File: src/rtl/riscv_core_reset_pkg.sv
// Shared types and constants for the RISC-V core reset sequencer.
package riscv_core_reset_pkg;

  localparam int CNT_W = 16;

  typedef enum logic [1:0] {
    HOLD  = 2'd0,
    LOAD  = 2'd1,
    RUN   = 2'd2,
    DRAIN = 2'd3
  } rst_state_e;

  localparam logic [1:0] CAUSE_POR     = 2'd0;
  localparam logic [1:0] CAUSE_SOFT    = 2'd1;
  localparam logic [1:0] CAUSE_TIMEOUT = 2'd2;

  // Registered output bundle of the sequencer.
  typedef struct packed {
    logic        reset_act;
    logic [31:0] reset_pc;
    logic        core_hold;
    logic        fetch_halt;
    logic        rst_done;
    logic [1:0]  rst_cause;
  } seq_out_t;

  // Boot address chosen by the latched boot select.
  function automatic logic [31:0] boot_pc(input logic        sel,
                                          input logic [31:0] start_addr,
                                          input logic [31:0] alt_addr);
    logic [31:0] pc;
    if (sel) begin
      pc = alt_addr;
    end else begin
      pc = start_addr;
    end
    return pc;
  endfunction

endpackage

File: src/rtl/riscv_core_reset_seq.sv
// Reset sequencer: holds the pipeline, drains bus traffic on a soft reset,
// strobes the PC-reset unit with the boot address for one cycle, then
// releases the pipeline. All outputs are registered and depend only on the
// sequencer state, so they are computed from the next state one edge early.
module riscv_core_reset_seq
  import riscv_core_reset_pkg::*;
#(
  parameter logic [31:0] START_ADDRESS = 32'h00001000,
  parameter logic [31:0] ALT_ADDRESS   = 32'h00000000,
  parameter int unsigned HOLD_CYCLES   = 4,
  parameter int unsigned DRAIN_TIMEOUT = 64
) (
  input  logic        clk,
  input  logic        rst,
  input  logic        soft_rst_req,
  input  logic        bus_idle,
  input  logic        boot_sel,
  output logic        reset_act,
  output logic [31:0] reset_pc,
  output logic        core_hold,
  output logic        fetch_halt,
  output logic        rst_done,
  output logic [1:0]  rst_cause
);

  localparam logic [CNT_W-1:0] CNT_ZERO   = 16'd0;
  localparam logic [CNT_W-1:0] CNT_ONE    = 16'd1;
  localparam logic [CNT_W-1:0] HOLD_LAST  = CNT_W'(HOLD_CYCLES - 1);
  localparam logic [CNT_W-1:0] DRAIN_LAST = CNT_W'(DRAIN_TIMEOUT - 1);

  // Output values while RST is low: pipeline stalled, fetch blocked.
  localparam seq_out_t OUT_RESET = '{
    reset_act:  1'b0,
    reset_pc:   32'h00000000,
    core_hold:  1'b1,
    fetch_halt: 1'b1,
    rst_done:   1'b0,
    rst_cause:  CAUSE_POR
  };

  rst_state_e       state_r, state_s;
  logic [CNT_W-1:0] cnt_r, cnt_s;
  logic             boot_sel_r, boot_sel_s;
  logic [1:0]       cause_r, cause_s;
  seq_out_t         out_r, out_s;

  // State, counter, latched boot select, cause and output registers.
  always_ff @(posedge clk) begin
    if (!rst) begin
      state_r    <= HOLD;
      cnt_r      <= CNT_ZERO;
      cause_r    <= CAUSE_POR;
      boot_sel_r <= boot_sel;
      out_r      <= OUT_RESET;
    end else begin
      state_r    <= state_s;
      cnt_r      <= cnt_s;
      cause_r    <= cause_s;
      boot_sel_r <= boot_sel_s;
      out_r      <= out_s;
    end
  end

  // Next-state logic: hold countdown, one-cycle load, run, bounded drain.
  always_comb begin
    state_s    = state_r;
    cnt_s      = cnt_r;
    boot_sel_s = boot_sel_r;
    cause_s    = cause_r;
    case (state_r)
      HOLD: begin
        if (cnt_r == HOLD_LAST) begin
          state_s = LOAD;
          cnt_s   = CNT_ZERO;
        end else begin
          cnt_s = cnt_r + CNT_ONE;
        end
      end
      LOAD: begin
        state_s = RUN;
        cnt_s   = CNT_ZERO;
      end
      RUN: begin
        if (soft_rst_req) begin
          state_s = DRAIN;
          cnt_s   = CNT_ZERO;
        end else begin
          state_s = RUN;
        end
      end
      DRAIN: begin
        // Bus idle takes priority over a coincident timeout.
        if (bus_idle) begin
          state_s    = HOLD;
          cnt_s      = CNT_ZERO;
          cause_s    = CAUSE_SOFT;
          boot_sel_s = boot_sel;
        end else if (cnt_r == DRAIN_LAST) begin
          state_s    = HOLD;
          cnt_s      = CNT_ZERO;
          cause_s    = CAUSE_TIMEOUT;
          boot_sel_s = boot_sel;
        end else begin
          cnt_s = cnt_r + CNT_ONE;
        end
      end
      default: begin
        state_s = HOLD;
        cnt_s   = CNT_ZERO;
      end
    endcase
  end

  // Output decode from the state being entered, registered next edge.
  always_comb begin
    out_s           = OUT_RESET;
    out_s.rst_cause = cause_s;
    case (state_s)
      HOLD: begin
        out_s.core_hold  = 1'b1;
        out_s.fetch_halt = 1'b1;
      end
      LOAD: begin
        out_s.reset_act  = 1'b1;
        out_s.reset_pc   = boot_pc(boot_sel_s, START_ADDRESS, ALT_ADDRESS);
        out_s.core_hold  = 1'b1;
        out_s.fetch_halt = 1'b1;
      end
      RUN: begin
        out_s.core_hold  = 1'b0;
        out_s.fetch_halt = 1'b0;
        // Only LOAD leads into RUN, so this marks the first RUN cycle.
        if (state_r == LOAD) begin
          out_s.rst_done = 1'b1;
        end else begin
          out_s.rst_done = 1'b0;
        end
      end
      DRAIN: begin
        out_s.core_hold  = 1'b0;
        out_s.fetch_halt = 1'b1;
      end
      default: begin
        out_s.core_hold  = 1'b1;
        out_s.fetch_halt = 1'b1;
      end
    endcase
  end

  assign reset_act  = out_r.reset_act;
  assign reset_pc   = out_r.reset_pc;
  assign core_hold  = out_r.core_hold;
  assign fetch_halt = out_r.fetch_halt;
  assign rst_done   = out_r.rst_done;
  assign rst_cause  = out_r.rst_cause;

endmodule

File: config.mk
export PLATFORM = sky130hd
export DESIGN_NAME = riscv_core_reset_seq
export DESIGN_NICKNAME = d
export VERILOG_FILES = /design/src/rtl/riscv_core_reset_pkg.sv /design/src/rtl/riscv_core_reset_seq.sv
export SDC_FILE = /design/constraint.sdc
export NUM_CORES = 1
export LEC_CHECK = 0
export BUFFER_PORTS_ARGS = -buffer_cell sky130_fd_sc_hd__clkbuf_2
export CORE_MARGIN = 2
export CORE_UTILIZATION = 25
export DETAILED_ROUTE_END_ITERATION = 12
export SETUP_SLACK_MARGIN = 0.2
export SLEW_MARGIN = 20
export SYNTH_ARGS = -nofsm -noshare
export SYNTH_HDL_FRONTEND = slang
export SYNTH_SLANG_ARGS = --single-unit
export TNS_END_PERCENT = 1
File: constraint.sdc
create_clock -name clk -period 6.3 [get_ports clk]
set_clock_uncertainty 0.05 [all_clocks]
set_input_delay 1.26 -clock clk [delete_from_list [all_inputs] [get_ports clk]]
set_output_delay 1.26 -clock clk [all_outputs]
set_load 0.02 [all_outputs]
==> run summary <==
The flow ran to the end, and the final reports show no timing, DRC or antenna violations. The worst hold slack across all endpoints was 0.438 ns; the share of Yosys cell area claimed by the top area cell type was 0.353. The average wire per standard cell is 10.4 um. The run gives 0 as the count of endpoints failing hold in the final timing report.

The most used flip-flop cell after synthesis is dfxtp_1. The starting density of the core was 0.263. Ranked by instance count, the synthesized netlist is headed by 32 x buf_4, 26 x dfxtp_1, 11 x a21oi_1. Overall power consumption: 0.368 mW. Yosys attributes the largest share of cell area to dfxtp_1 35%, buf_4 16%, a21oi_1 3.7%, xnor2_1 3.0%, xor2_1 3.0%. On the critical path, the stage with the largest delay is an instance of nor3b_1.

TritonCTS built the clock tree. The worst hold path belongs to the class reg2reg. Via count normalized by instance count: 4.42. In this run the worst path has a maximum fanout of 6. In this run the standard cell core region covers 5610 um2.

The number of antenna diodes in the final layout is 0. The tools report the pin count of the biggest net entering global routing as 18. The tools report the fill cell total of the finished layout as 625. Average footprint of a synthesized cell: 8.89 um2.

The relative slew slack is 0.549. The final layout contains routed wiring with a total length of 2560 um. For the number of global-route vias before repair, the log shows 931. The run gives 46 as the first-iteration detailed-routing DRC count.

The leading cell type by number of instances after synthesis was buf_4. The row count is 27, and the clock latency at the later pin of the worst-skew pair is 0.27 ns. Once the clock tree was built, the resizer swapped 0 gates to a different size. The final route contains 1087 vias. Counting flops and latches in the post-synthesis netlist gives 26.

For the pin with the worst max-slew slack, the measured transition is 0.674 ns. For this run the aggregate overflow at the end of global routing stands at 0. The type of destination of the critical path was a flip-flop. The run gives 0 as the total of hold buffers inserted after clock tree synthesis.

For this run, the detailed router's first-pass iteration total came to 4. The worst setup path is launched from an input port. The tools report the cell chosen for the clock root as clkbuf_8. The arrival time reported for the critical path endpoint was 2.42 ns; the overall routing resource usage was 0.0827.

The post-layout net count was 181; the fraction of layout cells with a size suffix above 1 was 0.132. The half-perimeter wire length of the detailed placement result was 1910 um. For the count of pins over their slew limit, the log shows 0. For the setup total negative slack, the log shows 0 ns.

The fraction of registers with async set or reset after synthesis is 0, and the reported leakage power is 0.616 nW. Setup violations remaining at the end of the flow were counted as 0. For this design the top-level I/O count stands at 43.

Traced cell by cell, the critical path runs through clkbuf_2, nor3b_1, or3_1, xor2_1, a21oi_1. For this run, the number of Yosys warnings is 0. The number of post-CTS setup repair buffers is 0, and the final period demand of the worst path is 2.31 ns. Counting every instance in the synthesized netlist gives 166. The maximum clock frequency was 434 MHz. Top cell type by total area after synthesis: dfxtp_1.

The worst setup path is of the in2reg kind. The power density over the cells came out at 244 nW/um2. Setup repair after global routing left no endpoint under its margin. The number of remaining DRC errors came out at 0. The fraction of the cycle the final worst path needs was 0.366; the wire length of the first global-routing pass was 4220 um.

On the worst path, the slowest cell contributes a delay of 0.56 ns. Count of buffers from port buffering: 11. The sequential-to-total area share from yosys stat is 0.353. TritonCTS created 3 clock buffers.

For the combined area of the multi-input logic cells, the log shows 779 um2. The synthesized design contains 0 enable-type register cells. The clock-pin slew reported for the worst setup and hold paths after clock tree synthesis was 0.09 ns. Max-cap violations in this run came to 0. Die width: 80.9 um. Summing all flip-flop and latch instances after layout gives 520 um2. The die is 80.9 um tall. The worst endpoint required time is 6.41 ns, and the initial antenna violation count is 0. The detail route stage leaves a number of antenna-violating nets equal to 0.

CTS saw 26 sinks. The floorplan step defined a die boundary enclosing 6540 um2. VDD sags by at most 93.0 uV. The area added between synthesis and finish is 2.37%, and the total standard cell area after synthesis is 1480 um2.

The final weighted congestion in routability-driven placement was 0.755; the number of buffers on the longest clock path was 2. The netlist uses 41 different library cells. The run gives 1 as the H-tree depth.
-- power by group --
group | leakage (nW) | total, mW | internal, mW | switching (mW)
combinational | 0.376 | 0.0694 | 0.0228 | 0.0466
clock | 0.0288 | 0.109 | 0.0559 | 0.0528
sequential | 0.211 | 0.190 | 0.177 | 0.0131
-- cell families (layout without fill, tap and decap cells) --
kind of cell | Yosys count | count (layout) | synth area share
AO/OA/AOI/OAI | 32 | 32 | 0.141
XOR/XNOR | 10 | 10 | 0.0593
adder cells (fa/ha/maj) | 1 | 1 | 0.00847
buffers and inverters | 40 | 18 | 0.196
flip-flops | 26 | 26 | 0.353
multiplexers | 2 | 2 | 0.0136
other | 1 | 31 | 0.00254
AND/OR/NAND/NOR | 54 | 54 | 0.227
-- registers in the layout, indices dropped and copies added, names as in the netlist --
register,cells
reset_pc,1
reset_act,1
rst_done,1
cnt_r,16
core_hold,1
fetch_halt,1
boot_sel_r,1
rst_cause,2
state_r,2
-- path summary, 6_finish.rpt --
path                                   from                         to  slack (ns)  cells past startpoint
setup / recovery               soft_rst_req      cnt_r[6]$_SDFFE_PN0P_        3.99                      5
hold / removal    rst_cause[0]$_SDFFE_PN0P_  rst_cause[0]$_SDFFE_PN0P_        0.44                      2
setup reg to reg      cnt_r[0]$_SDFFE_PN0P_     cnt_r[13]$_SDFFE_PN0P_        4.00                      5
hold reg to reg   rst_cause[0]$_SDFFE_PN0P_  rst_cause[0]$_SDFFE_PN0P_        0.44                      2
-- layout make-up --
| class | count | area share |
|---|---|---|
| clock buffers | 4 | 0.0364 |
| inverters | 3 | 0.00745 |
| multi-input cells | 130 | 0.516 |
| flip-flops and latches | 26 | 0.344 |
| well taps | 72 | 0.0596 |
| repair buffers | 11 | 0.0364 |
-- worst max-delay path: cells and delay by family --
kind | cells | cell delay, ns
compound gates | 1 | 0.05
xor+xnor | 1 | 0.17
buf+inv | 1 | 0.10
simple gates | 2 | 0.84
-- layout by cell type, fill, tap and decap left out, drive strengths merged, types with 3 or more instances in the layout --
| cell | count |
|---|---|
| conb | 31 |
| dfxtp | 26 |
| clkbuf | 15 |
| a21oi | 12 |
| nand3 | 9 |
| o21ai | 8 |
| nand4 | 6 |
| or3 | 6 |
| nand2 | 5 |
| a22oi | 5 |
| xnor2 | 5 |
| xor2 | 5 |
| or4 | 4 |
| nor2 | 4 |
| and3 | 4 |
| inv | 3 |
| nor4 | 3 |
-- metal layers --
metal | GRT usage | wire, um | vias to the layer above
li1 | - | - | 547
met1 | 0.106 | 1290 | 508
met2 | 0.129 | 1110 | 27
met3 | 0.0267 | 125 | 5
met4 | 0.0305 | 40 | 0
met5 | 0 | 0 | -
-- stage by stage --
| step | instance area (um2) | std cells | utilization | setup slack (ns) |
|---|---|---|---|---|
| final | 1510 | 246 | 0.270 | 3.99 |
| after CTS | 1510 | 246 | 0.270 | 3.96 |
| after floorplan | 1590 | 196 | - | 3.69 |
| after global placement | 1460 | 242 | 0.260 | 3.71 |
| after global routing | 1510 | 246 | 0.270 | 3.84 |
| after detailed placement | 1460 | 242 | 0.260 | 3.70 |
(Power assumes the default switching activity.)
